<file path="config.mk">
export PLATFORM = sky130hd
export DESIGN_NAME = i2s_audio_rx
export DESIGN_NICKNAME = d
export VERILOG_FILES = /design/src/rtl/audio_pkg.sv /design/src/rtl/i2s_edge_sync.sv /design/src/rtl/i2s_audio_rx.sv
export SDC_FILE = /design/constraint.sdc
export NUM_CORES = 1
export LEC_CHECK = 0
export CAP_MARGIN = 20
export CORE_AREA = 2 2 100 102
export DETAILED_ROUTE_END_ITERATION = 10
export DIE_AREA = 0 0 102 104
export PLACE_DENSITY = 0.59
export SETUP_SLACK_MARGIN = 0.1
export SYNTH_ARGS = -nofsm -noshare
export SYNTH_HDL_FRONTEND = slang
export SYNTH_SLANG_ARGS = --single-unit
</file>
<file path="constraint.sdc">
create_clock -name clk -period 5.55 [get_ports clk]
set_clock_uncertainty 0.2 [all_clocks]
set_input_delay 1.11 -clock clk [delete_from_list [all_inputs] [get_ports clk]]
set_output_delay 1.11 -clock clk [all_outputs]
set_load 0.03 [all_outputs]
</file>
<file path="src/rtl/audio_pkg.sv">
// -----------------------------------------------------------------------------
// audio_pkg
// Shared definitions for the pedal-chain audio path.
//   SAMPLE_WIDTH_DEFAULT : default captured bits per channel
//   rx_state_e           : I2S receiver framing states
//   sample_t             : signed 16-bit audio sample used by the downstream
//                          compression stage and later stages
// -----------------------------------------------------------------------------
package audio_pkg;

  localparam int SAMPLE_WIDTH_DEFAULT = 16;

  typedef enum logic [1:0] {
    ALIGN = 2'd0,
    DELAY = 2'd1,
    SHIFT = 2'd2,
    PAD   = 2'd3
  } rx_state_e;

  typedef logic signed [15:0] sample_t;

endpackage

</file>
<file path="src/rtl/i2s_edge_sync.sv">
// -----------------------------------------------------------------------------
// i2s_edge_sync
// Brings one asynchronous I2S pin into the clk domain through a STAGES-deep
// flip-flop chain and reports its edges as single-clk pulses.
// Ports:
//   clk  : system clock
//   rst  : asynchronous active-high reset
//   d    : asynchronous input pin
//   rise : one-clk pulse on a synchronised 0->1 transition
//   fall : one-clk pulse on a synchronised 1->0 transition
// STAGES must be at least 2.
// -----------------------------------------------------------------------------
module i2s_edge_sync #(
  parameter int STAGES = 2
) (
  input  logic clk,
  input  logic rst,
  input  logic d,
  output logic rise,
  output logic fall
);

  logic [STAGES-1:0] sync_q;
  logic [STAGES-1:0] sync_d;
  logic              prev_q;
  logic              prev_d;

  // Next state of the synchroniser chain and the previous-sample flop.
  always_comb begin
    sync_d = {sync_q[STAGES-2:0], d};
    prev_d = sync_q[STAGES-1];
  end

  // Synchroniser and previous-sample registers.
  always_ff @(posedge clk or posedge rst) begin
    if (rst) begin
      sync_q <= '0;
      prev_q <= 1'b0;
    end else begin
      sync_q <= sync_d;
      prev_q <= prev_d;
    end
  end

  // Edges compare the two most recent synchronised samples.
  assign rise = sync_q[STAGES-1] & ~prev_q;
  assign fall = ~sync_q[STAGES-1] & prev_q;

endmodule

</file>
<file path="src/rtl/i2s_audio_rx.sv">
// -----------------------------------------------------------------------------
// i2s_audio_rx
// I2S slave receiver: oversamples bclk/lrclk/sdata on the system clock,
// deserialises each channel slot (MSB first, one-bit I2S delay) into a
// SAMPLE_WIDTH sample and presents left/right pairs on valid/ready.
// Ports:
//   clk, rst                   : system clock (>= 4x bclk), async active-high reset
//   i2s_bclk/lrclk/sdata       : I2S pins from the ADC (lrclk 0 = left)
//   sample_left, sample_right  : captured pair
//   sample_valid, sample_ready : pair handshake
//   overrun, overrun_clr       : sticky dropped-pair flag and its clear
// Build option I2S_RX_MONO_MIX_EN: sample_left carries (L + R) >>> 1 instead
// of the raw left sample; sample_right is always the raw right sample.
// -----------------------------------------------------------------------------
module i2s_audio_rx
  import audio_pkg::*;
#(
  parameter int SAMPLE_WIDTH = SAMPLE_WIDTH_DEFAULT,
  parameter int SLOT_WIDTH   = 32,
  parameter int SYNC_STAGES  = 2
) (
  input  logic                    clk,
  input  logic                    rst,
  input  logic                    i2s_bclk,
  input  logic                    i2s_lrclk,
  input  logic                    i2s_sdata,
  output logic [SAMPLE_WIDTH-1:0] sample_left,
  output logic [SAMPLE_WIDTH-1:0] sample_right,
  output logic                    sample_valid,
  input  logic                    sample_ready,
  output logic                    overrun,
  input  logic                    overrun_clr
);

  localparam int BCW = $clog2(SAMPLE_WIDTH + 1);
  localparam int SCW = $clog2(SLOT_WIDTH + 1);

  logic bclk_rise_s;
  logic bclk_fall_s;
  logic lrclk_rise_s;
  logic lrclk_fall_s;
  logic lrclk_edge_s;
  logic sdata_s;

  logic [SYNC_STAGES-1:0] sdata_sync_q;
  logic [SYNC_STAGES-1:0] sdata_sync_d;

  rx_state_e              state_q;
  rx_state_e              state_d;
  logic [BCW-1:0]         bit_cnt_q;
  logic [BCW-1:0]         bit_cnt_d;
  logic [SCW-1:0]         slot_cnt_q;
  logic [SCW-1:0]         slot_cnt_d;
  logic                   chan_q;
  logic                   chan_d;
  logic [SAMPLE_WIDTH-1:0] shift_q;
  logic [SAMPLE_WIDTH-1:0] shift_d;
  logic [SAMPLE_WIDTH-1:0] left_hold_q;
  logic [SAMPLE_WIDTH-1:0] left_hold_d;
  logic                   complete_s;

  logic [SAMPLE_WIDTH-1:0] left_next_s;
  logic [SAMPLE_WIDTH-1:0] sample_left_q;
  logic [SAMPLE_WIDTH-1:0] sample_left_d;
  logic [SAMPLE_WIDTH-1:0] sample_right_q;
  logic [SAMPLE_WIDTH-1:0] sample_right_d;
  logic                   sample_valid_q;
  logic                   sample_valid_d;
  logic                   overrun_q;
  logic                   overrun_d;
  logic                   overrun_set_s;

  i2s_edge_sync #(.STAGES(SYNC_STAGES)) u_bclk_sync (
    .clk  (clk),
    .rst  (rst),
    .d    (i2s_bclk),
    .rise (bclk_rise_s),
    .fall (bclk_fall_s)
  );

  i2s_edge_sync #(.STAGES(SYNC_STAGES)) u_lrclk_sync (
    .clk  (clk),
    .rst  (rst),
    .d    (i2s_lrclk),
    .rise (lrclk_rise_s),
    .fall (lrclk_fall_s)
  );

  assign lrclk_edge_s = lrclk_rise_s | lrclk_fall_s;

  // sdata goes through the same depth as bclk so a detected bclk rise lines
  // up with the data bit that was present at that rising edge.
  always_comb begin
    sdata_sync_d = {sdata_sync_q[SYNC_STAGES-2:0], i2s_sdata};
  end

  assign sdata_s = sdata_sync_q[SYNC_STAGES-1];

  // Framing FSM: next state, counters and shift/holding registers.
  always_comb begin
    state_d     = state_q;
    bit_cnt_d   = bit_cnt_q;
    slot_cnt_d  = slot_cnt_q;
    chan_d      = chan_q;
    shift_d     = shift_q;
    left_hold_d = left_hold_q;
    complete_s  = 1'b0;

    // Slot counter tracks elapsed bclk periods and saturates, so an
    // over-long slot simply idles in PAD.
    if (lrclk_edge_s) begin
      slot_cnt_d = '0;
    end else if (bclk_fall_s && (slot_cnt_q != SCW'(SLOT_WIDTH))) begin
      slot_cnt_d = slot_cnt_q + SCW'(1);
    end else begin
      slot_cnt_d = slot_cnt_q;
    end

    case (state_q)
      ALIGN: begin
        if (lrclk_fall_s) begin
          state_d   = DELAY;
          chan_d    = 1'b0;
          bit_cnt_d = '0;
        end else begin
          state_d = ALIGN;
        end
      end
      DELAY: begin
        // An lrclk edge before the sample is complete is a short slot.
        if (lrclk_edge_s) begin
          state_d = ALIGN;
        end else if (bclk_rise_s) begin
          state_d   = SHIFT;
          bit_cnt_d = '0;
        end else begin
          state_d = DELAY;
        end
      end
      SHIFT: begin
        if (lrclk_edge_s) begin
          state_d = ALIGN;
        end else if (bclk_rise_s) begin
          shift_d = {shift_q[SAMPLE_WIDTH-2:0], sdata_s};
          if (bit_cnt_q == BCW'(SAMPLE_WIDTH - 1)) begin
            state_d   = PAD;
            bit_cnt_d = '0;
          end else begin
            bit_cnt_d = bit_cnt_q + BCW'(1);
          end
        end else begin
          state_d = SHIFT;
        end
      end
      PAD: begin
        if (lrclk_rise_s) begin
          if (!chan_q) begin
            left_hold_d = shift_q;
            chan_d      = 1'b1;
            state_d     = DELAY;
          end else begin
            // Rising edge closing a right slot means framing was lost.
            state_d = ALIGN;
          end
        end else if (lrclk_fall_s) begin
          // A fall always opens a left slot; it completes a pair only
          // when it closes a right slot.
          complete_s = chan_q;
          chan_d     = 1'b0;
          state_d    = DELAY;
        end else begin
          state_d = PAD;
        end
      end
      default: begin
        state_d = ALIGN;
      end
    endcase
  end

`ifdef I2S_RX_MONO_MIX_EN
  logic signed [SAMPLE_WIDTH:0] mix_sum_s;

  // Mono mix: sign-extended sum, arithmetic halving (rounds toward -inf).
  always_comb begin
    mix_sum_s   = $signed({left_hold_q[SAMPLE_WIDTH-1], left_hold_q})
                + $signed({shift_q[SAMPLE_WIDTH-1], shift_q});
    left_next_s = SAMPLE_WIDTH'(mix_sum_s >>> 1);
  end
`else
  assign left_next_s = left_hold_q;
`endif

  // At completion shift_q still holds the right sample (FSM is in PAD).
  assign overrun_set_s = complete_s & sample_valid_q & ~sample_ready;

  // Output pair register and handshake.
  always_comb begin
    sample_left_d  = sample_left_q;
    sample_right_d = sample_right_q;
    sample_valid_d = sample_valid_q;
    if (complete_s && (!sample_valid_q || sample_ready)) begin
      sample_left_d  = left_next_s;
      sample_right_d = shift_q;
      sample_valid_d = 1'b1;
    end else if (sample_valid_q && sample_ready) begin
      sample_valid_d = 1'b0;
    end else begin
      sample_valid_d = sample_valid_q;
    end

    if (overrun_set_s) begin
      overrun_d = 1'b1;
    end else if (overrun_clr) begin
      overrun_d = 1'b0;
    end else begin
      overrun_d = overrun_q;
    end
  end

  // State, datapath and output registers.
  always_ff @(posedge clk or posedge rst) begin
    if (rst) begin
      sdata_sync_q   <= '0;
      state_q        <= ALIGN;
      bit_cnt_q      <= '0;
      slot_cnt_q     <= '0;
      chan_q         <= 1'b0;
      shift_q        <= '0;
      left_hold_q    <= '0;
      sample_left_q  <= '0;
      sample_right_q <= '0;
      sample_valid_q <= 1'b0;
      overrun_q      <= 1'b0;
    end else begin
      sdata_sync_q   <= sdata_sync_d;
      state_q        <= state_d;
      bit_cnt_q      <= bit_cnt_d;
      slot_cnt_q     <= slot_cnt_d;
      chan_q         <= chan_d;
      shift_q        <= shift_d;
      left_hold_q    <= left_hold_d;
      sample_left_q  <= sample_left_d;
      sample_right_q <= sample_right_d;
      sample_valid_q <= sample_valid_d;
      overrun_q      <= overrun_d;
    end
  end

  assign sample_left  = sample_left_q;
  assign sample_right = sample_right_q;
  assign sample_valid = sample_valid_q;
  assign overrun      = overrun_q;

endmodule

</file>
==> results.cfg <==
[outcome]
status = complete, no violations

[drt]
avgViaCountPerCell = 4.561
dr.first_iter.drc_count = 40
dr.pass1.iters = 4
detail_route.wl_per_cell_um = 13.55
finalWirelength_mm = 5.407
postRouteAntennaNets = 0
vias = 1820
drc = 0

[logic_synthesis]
synthTopCellsByArea = dfrtp_1 62%, mux2_2 22%, ha_1 3.8%, inv_1 1.0%, nand2_1 0.91%
ys.warnings.count = 0
ys_seq_elements = 82
synth_cell_types = 34
synth_edf_count = 0
synth-xor-area-share = 0
synth_top_family_by_area = multiplexers
synthDominantCellAreaShare = 0.6245
synth-adder-area-share = 0.03808
synthArstFlopShare = 1.000
synthMuxAreaShare = 0.2228
synth_nets = 234
synth_area_mm2 = 0.003286
ys.flop_type = dfrtp_1
synth-simple-area-share = 0.04760
syn_area_per_cell_um2 = 15.14
synth_compound_area_frac = 0.04189
yosysTopAreaCell = dfrtp_1
syn-instance-count = 217
ys_seq_area_frac = 0.6245

[critical_path]
r2r_end = sample_right[12]
required_ns = 5.58
r2r-start = state_q[1]
end_kind = register
crit_path_start_kind = input pin
worst-r2r-cell-count = 4
worstPathMaxFanout = 32
arrival_ns = 2.91
crit_type = in -> reg
reg2reg_setup_slack_ns = 3.04

[finish]
n_fill_cell = 907
antenna_cells = 0
layout_common_cells = 82 x dfrtp_1, 64 x mux2_2, 40 x clkdlybuf4s50_1
final_util = 0.4193
layout.cells.most_common = dfrtp_1
nets = 279
design_area_mm2 = 0.004004
drive_above_1_share = 0.3195
syn2layout_area_growth_pct = 21.86

[pwr]
power_density_mw_per_mm2 = 282.6
vdd_drop_max_uv = 104.0
p_leak_nw = 1.945

[clocking]
root_buffer = clkbuf_8
postCtsHoldBufs = 0
clock_path_buffers = 2
cts_buffers = 9
cts_setup_buffers = 0
clk-insertion-delay-late_ns = 0.34
clk_pin_slew_ns = 0.07
cts_tree = built
cts.sinks = 82
cts_resized = 0
htreeDepth = 3

[min_path]
hold_depth = 0
whs_endpoint = u_bclk_sync.sync_q[1]
hp-start = u_bclk_sync.sync_q[0]
hold_class = reg -> reg

[placed_design]
place_area_mm2 = 0.003820
place.gp.congestion = 0.7454
numPortBuffers = 40
dp_hpwl_mm = 3.466

[global_routing]
antenna_found_initial = 0
grt_pass1_wl_mm = 9.183
grt_pass1_vias = 1862
grt_max_degree = 48
grt_usage = 0.1122
overflow = 0

[timing]
fin_crit_ns = 2.879
finalHoldViolCount = 0
setup_viol = 0
fin_crit_sh = 0.5187
setup-tns-final_ns = 0
worst_pin_slew_ns = 0.9476
finalMaxSlewViolations = 0
relSlewSlack = 0.3669
fmax_mhz = 347.4
rsz0062_at_grt = false

[floorplan]
io_pins = 41
die_w_um = 102
dieArea_mm2 = 0.01061
start_util = 0.3441
rows = 36
core-area_mm2 = 0.009549
fp.dieH_um = 104

[job]
maxCapViolations = 0
[cell usage after synthesis, types with 2 or more instances]
cell type / instances
nand2b_1: 3
o21ai_0: 5
inv_1: 9
buf_2: 2
nand2_1: 8
nand3_1: 2
nor3b_1: 2
buf_4: 3
nand4b_1: 2
nand3b_1: 2
dfrtp_1: 82
ha_1: 10
mux2_2: 64
a21o_1: 2
nor2_1: 2
[worst max path at each step]
| stage | to | slack (ns) | cells past startpoint | from |
|---|---|---|---|---|
| 4_1_cts | sample_right[1] | 2.66 | 4 | sample_ready |
| 2_1_floorplan | bit_cnt_q[0] | 2.13 | 1 | rst |
| 5_1_grt | sample_right[12] | 2.56 | 4 | sample_ready |
| 6_report | sample_right[12] | 2.67 | 4 | sample_ready |
| 3_3_place_gp | sample_right[4] | 2.30 | 4 | sample_ready |
| 3_5_place_dp | sample_right[12] | 2.28 | 4 | sample_ready |
[logic make-up (layout without fill, tap and decap cells)]
family          Yosys count  after routing
compound gates           17             17
fa+ha+maj                10             10
buf+inv                  16             65
flops                    82             82
simple gates             27             27
mux                      65             65
[power by group]
| group | switching (W) | internal [W] |
|---|---|---|
| sequential | 0.00000871 | 0.000607 |
| clock | 0.000207 | 0.000205 |
| combinational | 0.0000576 | 0.0000473 |
[flip-flops by register name (all words and copies together), names as in the netlist]
name and flops:
left_hold_q 16, sample_left 16, sample_right 16, shift_q 16
bit_cnt_q 5, sdata_sync_q 2, state_q 2, u_bclk_sync.sync_q 2
u_lrclk_sync.sync_q 2, chan_q 1, overrun 1, sample_valid 1
u_bclk_sync.prev_q 1, u_lrclk_sync.prev_q 1
[final cells by class]
cell class,count,area (µm²),area share
Clock buffer,10,127.6,0.03187
Clock inverter,5,56.30,0.01406
Inverter,9,35.03,0.008750
Multi-Input combinational cell,119,1159,0.2894
Sequential cell,82,2052,0.5125
Tap cell,133,166.4,0.04156
Timing Repair Buffer,41,407.9,0.1019
[critical path: stages]
cell,delay [ns]
clkdlybuf4s50_1,0.44
nand2b_1,0.13
nor2b_4,0.79
mux2_2,0.42
[metrics by stage]
step | instances | hold WS, ns | setup slack [ns] | total power, W
final | 399 | 0.1544 | 2.671 | 0.001132
after global routing | 399 | 0.1621 | 2.561 | 0.001182
after CTS | 399 | 0.1570 | 2.656 | 0.001148
after detailed placement | 384 | 0.1387 | 2.282 | 0.0007339
after global placement | 384 | 0.1333 | 2.296 | 0.0007315
after floorplan | 217 | 0.1312 | 2.132 | 0.0007101
[routing by layer]
layer	vias to the layer above	share of wire	GRT usage
li1	851	-	-
met1	931	0.48	0.1501
met3	10	0.046	0.03629
met4	0	0.024	0.06000
met5	-	0	0
met2	28	0.45	0.1607
No activity file was read; power rests on OpenSTA's default activity.
